$ cat src/rtl/mem_stage.sv
// Pipeline memory stage: EX/MEM and MEM/WB registers, data-memory handshake FSM, store lane
// steering and load extension. Optional MEM_MISALIGN_TRAP_EN traps misaligned half/word accesses.
module mem_stage (
  input  logic        clk,
  input  logic        rst,
  input  logic        ex_valid_i,
  input  logic [31:0] ex_alu_i,
  input  logic [31:0] ex_wdata_i,
  input  logic [4:0]  ex_rd_i,
  input  logic [2:0]  ex_f3_i,
  input  logic        ex_mem_rd_i,
  input  logic        ex_mem_wr_i,
  input  logic        ex_wb_reg_wr_i,
  output logic [4:0]  exmem_rd_o,
  output logic [31:0] exmem_alu_o,
  output logic        exmem_wb_reg_wr_o,
  output logic [4:0]  memwb_rd_o,
  output logic [31:0] memwb_wdata_o,
  output logic        memwb_wb_reg_wr_o,
  output logic        dmem_req_o,
  output logic        dmem_we_o,
  output logic [31:0] dmem_addr_o,
  output logic [31:0] dmem_wdata_o,
  output logic [3:0]  dmem_be_o,
  input  logic        dmem_ack_i,
  input  logic [31:0] dmem_rdata_i,
  output logic        stall_o,
  output logic        misalign_o
);

  typedef enum logic {S_IDLE, S_ACCESS} state_t;
  state_t state_q, state_d;

  logic        xm_valid_q, xm_mem_rd_q, xm_mem_wr_q, xm_wb_q;
  logic [31:0] xm_alu_q, xm_wdata_q;
  logic [4:0]  xm_rd_q;
  logic [2:0]  xm_f3_q;

  logic [4:0]  mw_rd_q;
  logic [31:0] mw_wdata_q;
  logic        mw_wb_q;

  logic        ex_issue, xm_mem, trap;
  logic [1:0]  a_lo;
  logic [31:0] lane, load_data, st_data;
  logic [3:0]  st_be;

  function automatic logic is_misaligned(input logic [1:0] sz, input logic [1:0] a);
    return (sz == 2'b01 && a[0]) || (sz == 2'b10 && a != 2'b00);
  endfunction

  assign xm_mem = xm_valid_q && (xm_mem_rd_q || xm_mem_wr_q);

`ifdef MEM_MISALIGN_TRAP_EN
  assign ex_issue = ex_valid_i && (ex_mem_rd_i || ex_mem_wr_i) &&
                    !is_misaligned(ex_f3_i[1:0], ex_alu_i[1:0]);
  assign trap     = xm_mem && is_misaligned(xm_f3_q[1:0], xm_alu_q[1:0]);
  assign a_lo     = xm_alu_q[1:0];
`else
  assign ex_issue = ex_valid_i && (ex_mem_rd_i || ex_mem_wr_i);
  assign trap     = 1'b0;
  // Misaligned accesses are silently rounded down to their natural alignment.
  always_comb begin
    a_lo = xm_alu_q[1:0];
    if (xm_f3_q[1:0] == 2'b10)      a_lo = 2'b00;
    else if (xm_f3_q[1:0] == 2'b01) a_lo = {xm_alu_q[1], 1'b0};
  end
`endif

  assign misalign_o = trap;
  assign stall_o    = (state_q == S_ACCESS) && !dmem_ack_i;

  always_comb begin
    state_d = state_q;
    if (!stall_o) state_d = ex_issue ? S_ACCESS : S_IDLE;
  end

  always_ff @(posedge clk) begin
    if (rst) state_q <= S_IDLE;
    else     state_q <= state_d;
  end

  always_ff @(posedge clk) begin
    if (rst || (!stall_o && !ex_valid_i)) begin
      xm_valid_q  <= 1'b0;
      xm_alu_q    <= '0;
      xm_wdata_q  <= '0;
      xm_rd_q     <= '0;
      xm_f3_q     <= '0;
      xm_mem_rd_q <= 1'b0;
      xm_mem_wr_q <= 1'b0;
      xm_wb_q     <= 1'b0;
    end else if (!stall_o) begin
      xm_valid_q  <= 1'b1;
      xm_alu_q    <= ex_alu_i;
      xm_wdata_q  <= ex_wdata_i;
      xm_rd_q     <= ex_rd_i;
      xm_f3_q     <= ex_f3_i;
      xm_mem_rd_q <= ex_mem_rd_i;
      xm_mem_wr_q <= ex_mem_wr_i;
      xm_wb_q     <= ex_wb_reg_wr_i;
    end
  end

  always_comb begin
    st_data = xm_wdata_q;
    st_be   = 4'b0000;
    case (xm_f3_q[1:0])
      2'b00: begin st_data = {4{xm_wdata_q[7:0]}};  st_be = 4'b0001 << a_lo; end
      2'b01: begin st_data = {2{xm_wdata_q[15:0]}}; st_be = 4'b0011 << {a_lo[1], 1'b0}; end
      2'b10: st_be = 4'b1111;
      default: ;
    endcase
  end

  assign lane = dmem_rdata_i >> {a_lo, 3'b000};

  always_comb begin
    load_data = '0;
    case (xm_f3_q)
      3'b000: load_data = {{24{lane[7]}}, lane[7:0]};
      3'b001: load_data = {{16{lane[15]}}, lane[15:0]};
      3'b010: load_data = dmem_rdata_i;
      3'b100: load_data = {24'd0, lane[7:0]};
      3'b101: load_data = {16'd0, lane[15:0]};
      default: ;
    endcase
  end

  always_ff @(posedge clk) begin
    if (rst || stall_o) begin
      mw_rd_q    <= '0;
      mw_wdata_q <= '0;
      mw_wb_q    <= 1'b0;
    end else begin
      mw_rd_q    <= xm_rd_q;
      mw_wdata_q <= (xm_valid_q && xm_mem_rd_q) ? load_data : xm_alu_q;
      mw_wb_q    <= xm_valid_q && xm_wb_q && !xm_mem_wr_q && !trap;
    end
  end

  assign dmem_req_o   = (state_q == S_ACCESS);
  assign dmem_we_o    = dmem_req_o && xm_mem_wr_q;
  assign dmem_addr_o  = dmem_req_o ? {xm_alu_q[31:2], 2'b00} : 32'd0;
  assign dmem_wdata_o = dmem_we_o ? st_data : 32'd0;
  assign dmem_be_o    = dmem_req_o ? st_be : 4'b0000;

  // A load's ALU value is its address, never the rd result, so it is not forwardable.
  assign exmem_rd_o        = xm_rd_q;
  assign exmem_alu_o       = xm_alu_q;
  assign exmem_wb_reg_wr_o = xm_valid_q && xm_wb_q && !xm_mem_rd_q && !xm_mem_wr_q;
  assign memwb_rd_o        = mw_rd_q;
  assign memwb_wdata_o     = mw_wdata_q;
  assign memwb_wb_reg_wr_o = mw_wb_q;

endmodule

$ cat config.mk
export PLATFORM = sky130hd
export DESIGN_NAME = mem_stage
export DESIGN_NICKNAME = d
export VERILOG_FILES = /design/src/rtl/mem_stage.sv
export SDC_FILE = /design/constraint.sdc
export NUM_CORES = 1
export LEC_CHECK = 0
export ABC_AREA = 1
export CELL_PAD_IN_SITES_DETAIL_PLACEMENT = 0
export CELL_PAD_IN_SITES_GLOBAL_PLACEMENT = 1
export CORE_MARGIN = 2
export CORE_UTILIZATION = 25
export CTS_CLUSTER_SIZE = 8
export DETAILED_ROUTE_END_ITERATION = 16
export GPL_ROUTABILITY_DRIVEN = 0
export PLACE_DENSITY_LB_ADDON = 0.12
export SYNTH_ARGS = -nofsm -noshare
export SYNTH_HDL_FRONTEND = slang
export SYNTH_SLANG_ARGS = --single-unit
$ cat constraint.sdc
create_clock -name clk -period 2.1 [get_ports clk]
set_clock_uncertainty 0.1 [all_clocks]
set_input_delay 0.42 -clock clk [delete_from_list [all_inputs] [get_ports clk]]
set_output_delay 0.42 -clock clk [all_outputs]
set_load 0.02 [all_outputs]
==> flow_metrics.py, run 1 <==
metrics = {
    "clocking": {
        "cts_tree": "done",
        "clock_path_buffers": 2,
        "clk_latency_ns": 0.42,
        "cts_made_buffers": 17,
        "root_buffer": "clkbuf_16",
        "clock-sinks": 115,
        "path_clk_slew_ns": 0.06,
        "hold_buffers": 0,
        "cts-htree-levels": 4,
    },
    "placed_design": {
        "hpwl_mm": 16.12,
        "io_buffers": 255,
        "placed_area_um2": 8591,
        "dp_slack_ns": -0.07215,
    },
    "yosys": {
        "ys_top_cells_by_area": "dfxtp_1 (42%), nand2_1 (19%), a21oi_1 (11%), inv_1 (4.7%), nor2_1 (4.1%)",
        "syn_area_per_cell_um2": 6.591,
        "synth_edf_count": 0,
        "ys_ff_latch": 115,
        "ys_types": 29,
        "synth_top_area_cell": "dfxtp_1",
        "async_flop_share": 0,
        "ys_warn_count": 0,
        "yosys.area.top_type_share": 0.4213,
        "synth_common_cells": "nand2_1 (283), a21oi_1 (125), dfxtp_1 (115), inv_1 (69), nor2_1 (59)",
        "syn_inst": 829,
        "ys_seq_area_frac": 0.4213,
        "yosysMostFrequentCell": "nand2_1",
        "ys.flop_type": "dfxtp_1",
        "synth_area_um2": 5464,
    },
    "critical_path": {
        "endpoint_kind": "output pin",
        "critPathKind": "reg -> out",
        "path_buf_inv": 4,
        "max_stage_delay_ns": 0.33,
        "crit_arrival_ns": 1.66,
        "start_kind": "flop",
        "crit_family": "buffers and inverters",
        "r2r_setup_slack_ns": 0.09,
        "worstPathCellList": "inv_2, buf_6, nand2_8, buf_6, nand3_4, nor2_4, nand3_2, a21oi_2, buf_6",
        "crit_slowest_cell": "dfxtp_2",
        "crit_path_frequent_cell": "buf_6",
        "cp_max_fo": 4,
        "worstPathRequired_ns": 1.58,
    },
    "status": {
        "violations": "setup timing",
        "status": "complete, but fails checks",
    },
    "global_route": {
        "overflow": 0,
        "grt_usage": 0.1900,
        "grt_start_max_net_pins": 53,
        "grt_pass1_wl_mm": 34.52,
        "grt_pass1_vias": 6144,
        "antenna_found_initial": 0,
    },
    "floorplanning": {
        "die_h_um": 151.8,
        "start_util": 0.2527,
        "dieArea_um2": 23050,
        "die_x_um": 151.8,
        "placementRows": 54,
        "fp.coreArea_um2": 21620,
        "ios": 259,
    },
    "timing": {
        "final_max_slew_viol_count": 0,
        "setup_tns_ns": -0.1606,
        "rsz0062_at_grt": "yes",
        "min_period_ns": 2.180,
        "fmax_mhz": 458.8,
        "final-setup-viol-count": 7,
        "finalHoldViolations": 0,
        "min_period_over_period": 1.038,
        "setup_ws_ns": -0.07951,
    },
    "final_layout": {
        "area_growth_pct": 78.18,
        "nNetsFinal": 1228,
        "antenna_cells": 0,
        "fillCellCount": 2273,
        "drive_gt1_frac": 0.1763,
        "final_area_um2": 9736,
    },
    "pwr": {
        "switchingPower_mw": 1.781,
        "irDropWorstVdd_uv": 509.0,
        "p_seq_frac": 0.356,
        "p_total_mw": 6.670,
        "powerDensity_nw_per_um2": 685.1,
        "power_switching_share": 0.2670,
        "power_frac_comb": 0.188,
        "p_leak_nw": 4.492,
        "pwr-share-clk": 0.456,
        "power.internal_mw": 4.889,
    },
    "route": {
        "wirelength_mm": 22.44,
        "vias": 6266,
        "route.detailed.wl_per_inst_um": 15.92,
        "drc_errors": 0,
        "drt_first_pass_iters": 4,
        "ant_nets": 0,
        "via_per_inst": 4.447,
        "drtIter0Drc": 281,
    },
    "worst_hold_path": {
        "holdCritPathClass": "reg -> reg",
    },
    "flow_run": {
        "cap_violations": 0,
    },
}
-- power by group through the flow --
stage | combinational [mW] | sequential, mW | clock, mW
2_1_floorplan | 0.461 | 2.47 | 0
3_3_place_gp | 1.15 | 2.41 | 0
3_5_place_dp | 1.15 | 2.41 | 0
4_1_cts | 1.19 | 2.37 | 3.12
5_1_grt | 1.37 | 2.39 | 3.21
6_report | 1.26 | 2.37 | 3.04
-- placed cells by master, fill, tap and decap left out, drive strengths merged --
cell           instances
o22ai                 10
bufinv                 3
a31oi                  5
a211oi                 2
dlymetal6s2s          11
nor2                  62
conb                   3
a21oi                134
o21a                   5
nor3                   3
inv                   75
clkbuf                24
clkinv                 3
clkinvlp               3
clkdlybuf4s15          3
buf                   96
dfxtp                115
o21ai                 29
o21bai                 1
dlygate4sd2           29
nand4                  9
nand2                288
clkdlybuf4s50        184
nand3                 30
a2bb2oi                2
-- area by class of cell --
class,count,area [um2],area share
clock buffer,22,484.2,0.04974
clock inverter,9,127.6,0.01311
inverter,75,286.5,0.02943
multi-input combinational,583,2899,0.2978
sequential,115,2307,0.2370
tap,280,350.3,0.03599
timing repair buffer,325,3281,0.3370
-- per-stage QoR --
step	instances	util	hold slack, ns
after floorplan	831	-	0.3422
after global placement	1355	0.3973	0.3352
after detailed placement	1355	0.3973	0.3347
after CTS	1399	0.4291	0.3442
after global routing	1409	0.4503	0.3723
final	1409	0.4503	0.3416
-- per-layer routing --
layer  vias up  track usage  part of all wire
li1       3221            -                 -
met1      2825       0.2336              0.44
met3        28      0.05505             0.069
met5         -            0                 0
met4         0      0.07210             0.022
met2       192       0.3153              0.47
-- tightest hold or removal path: stages, from the launching register on --
cell	delay, ns
dfxtp_1	0.32
inv_1	0.05
nor2_1	0.03
-- final timing paths --
kind | from | to | depth (start not counted)
worst max-delay path | xm_f3_q[1]$_SDFFE_PP0N_ | dmem_be_o[1] | 9
worst min-delay path | exmem_rd_o[0]$_SDFFE_PP0N_ | memwb_rd_o[0]$_SDFF_PP0_ | 2
worst max register to register | xm_f3_q[1]$_SDFFE_PP0N_ | memwb_wdata_o[31]$_SDFF_PP0_ | 11
worst min register to register | exmem_rd_o[0]$_SDFFE_PP0N_ | memwb_rd_o[0]$_SDFF_PP0_ | 2
-- cell families (layout without fill, tap and decap cells) --
family,Yosys count,after routing,synth area share
AOI/OAI and AO/OA,188,188,0.1869
DFF,115,115,0.4213
other,1,3,0.0006863
buffers and inverters,133,431,0.09824
and+or+nand+nor,392,392,0.2929
-- repair_timing --
item | CTS | global route
endpoints found under the setup margin | 71 | 44
gates resized for setup | 171 | 99
gates cloned | 0 | 3
setup buffers | 13 | 7
pin swaps | 8 | 20
-- registers in the layout, summed over array words and instances, names as in the netlist --
name / flops
dmem_req_o: 1
exmem_alu_o: 32
exmem_rd_o: 5
memwb_rd_o: 5
memwb_wb_reg_wr_o: 1
memwb_wdata_o: 32
xm_f3_q: 3
xm_mem_rd_q: 1
xm_mem_wr_q: 1
xm_valid_q: 1
xm_wb_q: 1
xm_wdata_q: 32
Note: power is estimated with default switching activity, not from simulation.
==> run 2, diff against run 1 <==
--- a/config.mk
+++ b/config.mk
@@ -9,7 +9,7 @@
 export CELL_PAD_IN_SITES_DETAIL_PLACEMENT = 0
 export CELL_PAD_IN_SITES_GLOBAL_PLACEMENT = 1
 export CORE_MARGIN = 2
-export CORE_UTILIZATION = 25
+export CORE_UTILIZATION = 27
 export CTS_CLUSTER_SIZE = 8
 export DETAILED_ROUTE_END_ITERATION = 16
 export GPL_ROUTABILITY_DRIVEN = 0
==> run 2 against run 1 <==
Global-route usage grew 1.5 points; the flow still finishes with violations (setup timing); sequential share of layout area grew 0.82 points; die area decreased by 7.2%; combinational power fell by 3%; register-to-register slack about the same; non-clock buffer count increased by 6; clock power rose by 2%; power up 0.31%; first-iteration DRC count shrank 15%; clock-buffer cell count is 1 higher; sequential cell count did not move.
==> flow_metrics.py, run 2 (synthesized netlist as in run 1, its figures left out) <==
metrics = {
    "flow_run": {
        "cap_violations": 0,
    },
    "timing": {
        "finalHoldViolations": 0,
        "min_period_over_period": 1.002,
        "final-setup-viol-count": 1,
        "fmax_mhz": 475.1,
        "rsz0062_at_grt": "yes",
        "min_period_ns": 2.105,
        "setup_ws_ns": -0.004935,
        "hold-worst-slack_ns": 0.3416,
        "final_max_slew_viol_count": 0,
    },
    "global_route": {
        "overflow": 0,
        "antenna_found_initial": 0,
        "grt_pass1_vias": 6169,
        "grt_pass1_wl_mm": 34.36,
        "grt_start_max_net_pins": 38,
        "grt_usage": 0.2048,
    },
    "route": {
        "drtIter0Drc": 239,
        "drt_first_pass_iters": 4,
        "vias": 6249,
        "wirelength_mm": 21.85,
        "ant_nets": 0,
        "drc_errors": 0,
        "route.detailed.wl_per_inst_um": 15.54,
        "via_per_inst": 4.445,
    },
    "final_layout": {
        "final_common_cell": "nand2_1",
        "area_growth_pct": 72.13,
        "drive_gt1_frac": 0.1910,
        "nNetsFinal": 1234,
        "fillCellCount": 2205,
        "multi_input_area_um2": 2804,
        "post-route-util": 0.4693,
        "antenna_cells": 0,
        "mostFrequentLayoutCells": "nand2_1 (282), clkdlybuf4s50_1 (183), a21oi_1 (120), dfxtp_1 (112), buf_4 (68)",
        "final_cells": 1406,
        "seqCellArea_um2": 2306,
    },
    "placed_design": {
        "hpwl_mm": 16.12,
        "io_buffers": 255,
        "placed_cells": 1352,
    },
    "clocking": {
        "cts-htree-levels": 4,
        "root_buffer": "clkbuf_16",
        "cts_tree": "done",
        "clock_path_buffers": 2,
        "clock-sinks": 115,
        "path_clk_slew_ns": 0.05,
        "clk_latency_ns": 0.41,
        "cts_made_buffers": 17,
    },
    "critical_path": {
        "endpoint_kind": "output pin",
        "crit_path_frequent_cell": "nand2_8",
        "start_kind": "flop",
        "cp_max_fo": 3,
        "max_stage_delay_ns": 0.35,
        "critPathKind": "reg -> out",
        "crit_arrival_ns": 1.58,
        "crit_slowest_cell": "dfxtp_2",
        "worstPathCellList": "inv_2, buf_8, nand2_8, nand2_8, nor2_4, nand3_2, a21oi_2, buf_6",
        "worstPathRequired_ns": 1.58,
    },
    "pwr": {
        "p_total_mw": 6.691,
        "p_leak_nw": 4.257,
        "irDropWorstVdd_uv": 544.4,
        "powerDensity_nw_per_um2": 711.4,
    },
    "worst_hold_path": {
        "holdCritPathClass": "reg -> reg",
    },
    "floorplanning": {
        "die_h_um": 146.3,
        "dieArea_um2": 21390,
        "die_x_um": 146.3,
        "fp.coreArea_um2": 20040,
        "ios": 259,
        "placementRows": 52,
        "start_util": 0.2727,
    },
    "status": {
        "violations": "setup timing",
        "status": "complete, but fails checks",
    },
}
[run 2: path summary, 6_finish.rpt]
kind	from	end	slack [ns]	depth (start not counted)
worst max-delay path	xm_f3_q[0]$_SDFFE_PP0N_	dmem_be_o[2]	-0.005	8
worst min-delay path	exmem_rd_o[3]$_SDFFE_PP0N_	memwb_rd_o[3]$_SDFF_PP0_	0.34	2
worst max register to register	xm_f3_q[1]$_SDFFE_PP0N_	memwb_wdata_o[31]$_SDFF_PP0_	0.10	13
worst min register to register	exmem_rd_o[3]$_SDFFE_PP0N_	memwb_rd_o[3]$_SDFF_PP0_	0.34	2
[run 2: where the power goes]
group	internal (mW)	leakage [nW]	switching (mW)	total [mW]
registers	2.29	0.943	0.0820	2.37
logic	0.597	3.01	0.623	1.22
clock network	2.08	0.307	1.02	3.10
[run 2: stage by stage]
| stage | TNS [ns] | setup WS, ns | area [um2] |
|---|---|---|---|
| after global placement | -0.1088 | -0.1088 | 8618 |
| after CTS | -0.1197 | -0.04242 | 9393 |
| final | -0.004935 | -0.004935 | 9405 |
| after floorplan | -0.02585 | -0.01292 | 5473 |
| after global routing | -0.3027 | -0.08238 | 9405 |
| after detailed placement | -0.1015 | -0.1015 | 8618 |
[run 2: final cells by class]
type,instances,area share
repair buffers,331,0.3237
multi-input cells,583,0.2981
flip-flops and latches,115,0.2452
clock buffers,23,0.05082
well taps,270,0.03592
inverters,75,0.03020
clock inverters,9,0.01610
[run 2: routing by layer]
layer  GRT usage  vias up  share of wire
met5           0        -              0
met2      0.3474      183           0.48
met1      0.2528     2821           0.43
li1            -     3226              -
met4     0.05049        0          0.013
met3     0.06594       19          0.073
[run 2: repair_timing]
item,in CTS,in global routing
pin swaps,12,11
hold buffers,0,0
setup buffers,20,4
endpoints found under the setup margin,72,58
endpoints found under the hold margin,0,0
gates resized for setup,183,96
[run 2: worst max-delay path, delay by kind of cell (launching register included)]
kind,cells,cell delay (ns)
buffers and inverters,3,0.33
AOI/OAI and AO/OA,1,0.14
DFF,1,0.35
and+or+nand+nor,4,0.36
==> RTL change 1: new RTL, settings of run 2 <==
Add a define of `MEM_MISALIGN_TRAP_EN`.
--- a/src/rtl/mem_stage.sv
+++ b/src/rtl/mem_stage.sv
@@ -2,2 +2,4 @@
 // steering and load extension. Optional MEM_MISALIGN_TRAP_EN traps misaligned half/word accesses.
+`define MEM_MISALIGN_TRAP_EN
+
 module mem_stage (
Formal check against the unedited RTL: not equivalent (Yosys sat finds a counterexample within 4 cycles, from zero or initial values and one cycle with rst high).
==> RTL change 1 against run 2 <==
- sequential cell count is the same
- fmax shrank 1.1%
- worst setup slack lost 24 ps
- power grew 1.2%
- sequential power is essentially flat
- the run still ends with negative setup slack left
- wire length grew 5.8%
- design area grew 1.5%
- combinational power is essentially flat
- synthesized cell count shrank 0.36%
- non-clock buffer count shrank 11
- synthesized area grew 3.4%
==> RTL change 1: results (changes against run 2) <==
Outcome
  • Outcome: finished, violations left (unchanged)
  • Failing checks: negative setup slack (unchanged)

Synth
  • Synth Area in Compound Gates: 16.7% (was 18.7%)
  • Sequential-to-total area share from yosys stat: 40.8% (was 42.1%)
  • Cell variety after synth: 34 (was 29)
  • Syn avg cell area: 6.84 um^2 (was 6.59 um^2)
  • Synth cell count leaders: 292 x nand2_1, 115 x dfxtp_1, 108 x a21oi_1 (was 283 x nand2_1, 125 x a21oi_1, 115 x dfxtp_1)

Global routing
  • Initial antenna violation count: 1 (was 0)
  • First-pass GRT wire length: 34800 um (was 34400 um)
  • Total GRT Usage: 20.4% (was 20.5%)
  • Largest net degree at the start of global routing: 45 (was 38)

Worst setup path
  • Launch point of the worst reg-to-reg path: exmem_alu_o[0] (was xm_f3_q[1])
  • CP Launch Point: xm_f3_q[1] (was xm_f3_q[0])
  • CP peak stage delay: 320 ps (was 350 ps)
  • Register-to-Register Setup Slack: 190 ps (was 100 ps)
  • R2r worst-path depth: 12 (was 13)
  • Critical Path Fanout Max: 7 (was 3)
  • Delay-heaviest family, CP: buffers and inverters (was simple AND/OR/NAND/NOR gates)
  • Critical Path End: dmem_wdata_o[25] (was dmem_be_o[2])

Routing
  • Initial DRC Count: 402 (was 239)
  • WL/cell: 16.6 um (was 15.5 um)
  • Drt total wl: 23100 um (was 21800 um)
  • Initial DRT Pass Iterations: 6 (was 4)

STA
  • TNS Setup: -133 ps (was -4.94 ps)
  • Hold_ws: 349 ps (was 342 ps)
  • Final-report setup violation count: 8 (was 1)
  • PnR worst setup slack: -28.9 ps (was -4.94 ps)

Placement
  • DP Worst Slack: -152 ps (was -101 ps)
  • Placed Area: 8800 um^2 (was 8620 um^2)
  • I/O Buffers: 256 (was 255)

Worst hold path
  • Hold Crit Start: exmem_rd_o[0] (was exmem_rd_o[3])
  • Hold Path End: memwb_rd_o[0] (was memwb_rd_o[3])

Cells and area
  • NumNets Final: 1219 (was 1234)
  • Share of layout cells above drive strength 1: 21.4% (was 19.1%)

Power
  • Static leakage: 4.35 nW (was 4.26 nW)
[RTL change 1: cell count changes after synthesis, sizes merged, moves of 5 or more]
cell,change
a21oi,-16
a22oi,+6
buf,+31
clkbuf,-31
inv,-15
nand2,+18
nand3,+32
nand4,-8
nor2,-12
o21a,-5
o22ai,-6
[RTL change 1: per-layer routing]
layer / global-route usage [%] / wire (um) / part of all wire [%] / up-vias
met3: 6.23 / 1810 / 7.8 / 20
met4: 5.71 / 334 / 1.4 / 2
met1: 27.2 / 10500 / 45 / 2930
li1: - / - / - / 3217
met5: 0 / 18 / 0.078 / -
met2: 32.0 / 10500 / 45 / 203
[RTL change 1: final cells by class]
| cell class | count | area (um^2) |
|---|---|---|
| Fill cell | 2097 | 10800 |
| Timing Repair Buffer | 320 | 3030 |
| Multi-Input combinational cell | 593 | 2970 |
| Sequential cell | 115 | 2320 |
| Clock buffer | 21 | 460 |
| Tap cell | 270 | 338 |
| Inverter | 61 | 259 |
| Clock inverter | 9 | 179 |
[RTL change 1: what timing repair did]
action	in CTS	in global routing
cloned	1	0
pin swaps	5	9
setup endpoints to repair	72	69
resized for setup	209	126
buffers inserted	2	5
[RTL change 1: power breakdown]
part | internal [mW] | switching (mW)
clock | 2.15 | 1.03
sequential | 2.29 | 0.0818
combinational | 0.580 | 0.638
total | 5.02 | 1.75
[RTL change 1: kinds of logic after synthesis]
kind of cell | count (synthesis)
flip-flops | 115
buffers and inverters | 119
AO/OA/AOI/OAI | 167
AND/OR/NAND/NOR | 424
other | 1
[RTL change 1: worst register-to-register path: stages, from the launching register on]
cell and delay (ps):
dfxtp_1 370, buf_12 160, buf_4 260, inv_6 80, nand2_1 70, nand2_1 50
nand2_1 50, nand2_1 90, nand2_2 90, buf_12 180, nand3_1 140, nand2_1 100
a21oi_1 70
==> RTL change 2: new RTL, config.mk and constraints of run 2 <==
Made on the original files. Reset style: asynchronous (`rst`), changed in one clocked block.
--- a/src/rtl/mem_stage.sv
+++ b/src/rtl/mem_stage.sv
@@ -77,3 +77,3 @@
 
-  always_ff @(posedge clk) begin
+  always_ff @(posedge clk or posedge rst) begin
     if (rst) state_q <= S_IDLE;
Function: differs if rst is asserted again (counterexample within 4 cycles, from zero or initial values and one cycle with rst high); with rst held inactive, the same outputs for 10 cycles.
==> RTL change 2 against run 2 <==
- the run still ends with negative setup slack left
- critical path type unchanged
- synthesized area rose by 3.3%
- core utilization fell by 0.062 points
- design area rose by 1.5%
- power rose by 2.5%
- largest power group unchanged
- wire length rose by 0.32%
- worst setup slack got worse by 34 ps
- sequential cell count did not move
- clock power fell by 3%
==> RTL change 2: results (changes against run 2) <==
Worst setup path
  • CP peak stage delay: 370 ps (was 350 ps)
  • Delay-heaviest family, CP: flip-flops (was simple AND/OR/NAND/NOR gates)
  • R2r worst-path depth: 14 (was 13)

Synth
  • Area contributors post-synth: dfxtp_1 40%, nand2_1 18%, a21oi_1 11% (was dfxtp_1 42%, nand2_1 19%, a21oi_1 11%)
  • Synth cell count leaders: 276 x nand2_1, 123 x a21oi_1, 114 x dfxtp_1 (was 283 x nand2_1, 125 x a21oi_1, 115 x dfxtp_1)
  • Fraction of registers with async set/reset: 0.870% (was 0%)
  • Sequential-to-total area share from yosys stat: 40.9% (was 42.1%)
  • Synth Area in Compound Gates: 18.5% (was 18.7%)

Routing
  • WL/cell: 15.8 um (was 15.5 um)
  • Initial DRT Pass Iterations: 5 (was 4)
  • Wl on met1: 9670 um (was 9400 um)

Global routing
  • Grt met1 use: 25.1% (was 25.3%)
  • First-pass GRT wire length: 33900 um (was 34400 um)
  • Vias in the first global route: 6192 (was 6169)
  • GR Util met2: 33.0% (was 34.7%)
  • Met3 GRT Util: 6.60% (was 6.59%)

Cells and area
  • Fillers: 2130 (was 2205)
  • Share of layout cells above drive strength 1: 19.3% (was 19.1%)

Outcome
  • Outcome: finished, violations left (unchanged)
  • Failing checks: negative setup slack (unchanged)

STA
  • Final-report setup violation count: 2 (was 1)
  • PnR worst setup slack: -39.2 ps (was -4.94 ps)

Power
  • IR drop worst, VDD: 0.535 mV (was 0.544 mV)
  • Static leakage: 4.23 nW (was 4.26 nW)
  • Combinational share of power: 21.5% (was 18.2%)
  • Clock power frac: 43.7% (was 46.3%)
-- RTL change 2: changes by cell type after synthesis, sizes merged, moves of 2 or more --
| cell | before | now |
|---|---|---|
| nor2 | 62 | 54 |
| a31oi | 5 | 0 |
| clkbuf | 43 | 38 |
| nand2 | 288 | 293 |
| buf | 15 | 19 |
| o21a | 5 | 8 |
| o21ai | 29 | 31 |
-- RTL change 2: per-stage QoR --
stage	hold slack, ps	setup slack, ps	std cells	utilization (%)	instance area [um^2]
3_5_place_dp	332	-69.8	1337	42.5	8660
2_1_floorplan	55.6	126	827	-	5650
6_report	152	-39.2	1386	46.9	9550
5_1_grt	137	-156	1386	46.9	9550
3_3_place_gp	331	-65.6	1337	42.5	8660
4_1_cts	130	-87.8	1381	45.9	9360
-- RTL change 2: final cells by class --
class / instances / share of cell area (%)
flip-flops and latches: 115 / 24.2
clock inverters: 13 / 1.66
multi-input cells: 579 / 31.2
repair buffers: 314 / 31.6
inverters: 76 / 3.07
well taps: 270 / 3.54
clock buffers: 19 / 4.75
-- RTL change 2: worst paths after layout --
kind                                      to  slack [ps]
min in group clk               memwb_rd_o[4]         340
max in group asynchronous         dmem_req_o        1600
setup reg to reg           memwb_wdata_o[17]         160
setup / recovery                dmem_be_o[1]         -40
hold / removal                    dmem_req_o         150
hold reg to reg                memwb_rd_o[4]         340
-- RTL change 2: worst register-to-register path, stage by stage (launching register included) --
cell,delay (ps)
dfxtp_2,370
buf_6,130
nand2_8,50
buf_6,120
buf_4,130
buf_4,130
nand2_1,50
nand3_1,70
nand2_1,80
inv_1,70
nand3_4,140
buf_12,180
nand3_1,90
nand2_1,70
a21oi_1,60
-- RTL change 2: timing repair --
item                                    4_1_cts  5_1_grt
gates resized for setup                     188       78
endpoints found under the setup margin       71       40
cloned                                        0        1
pin swaps                                     7       13
setup buffers                                12        5
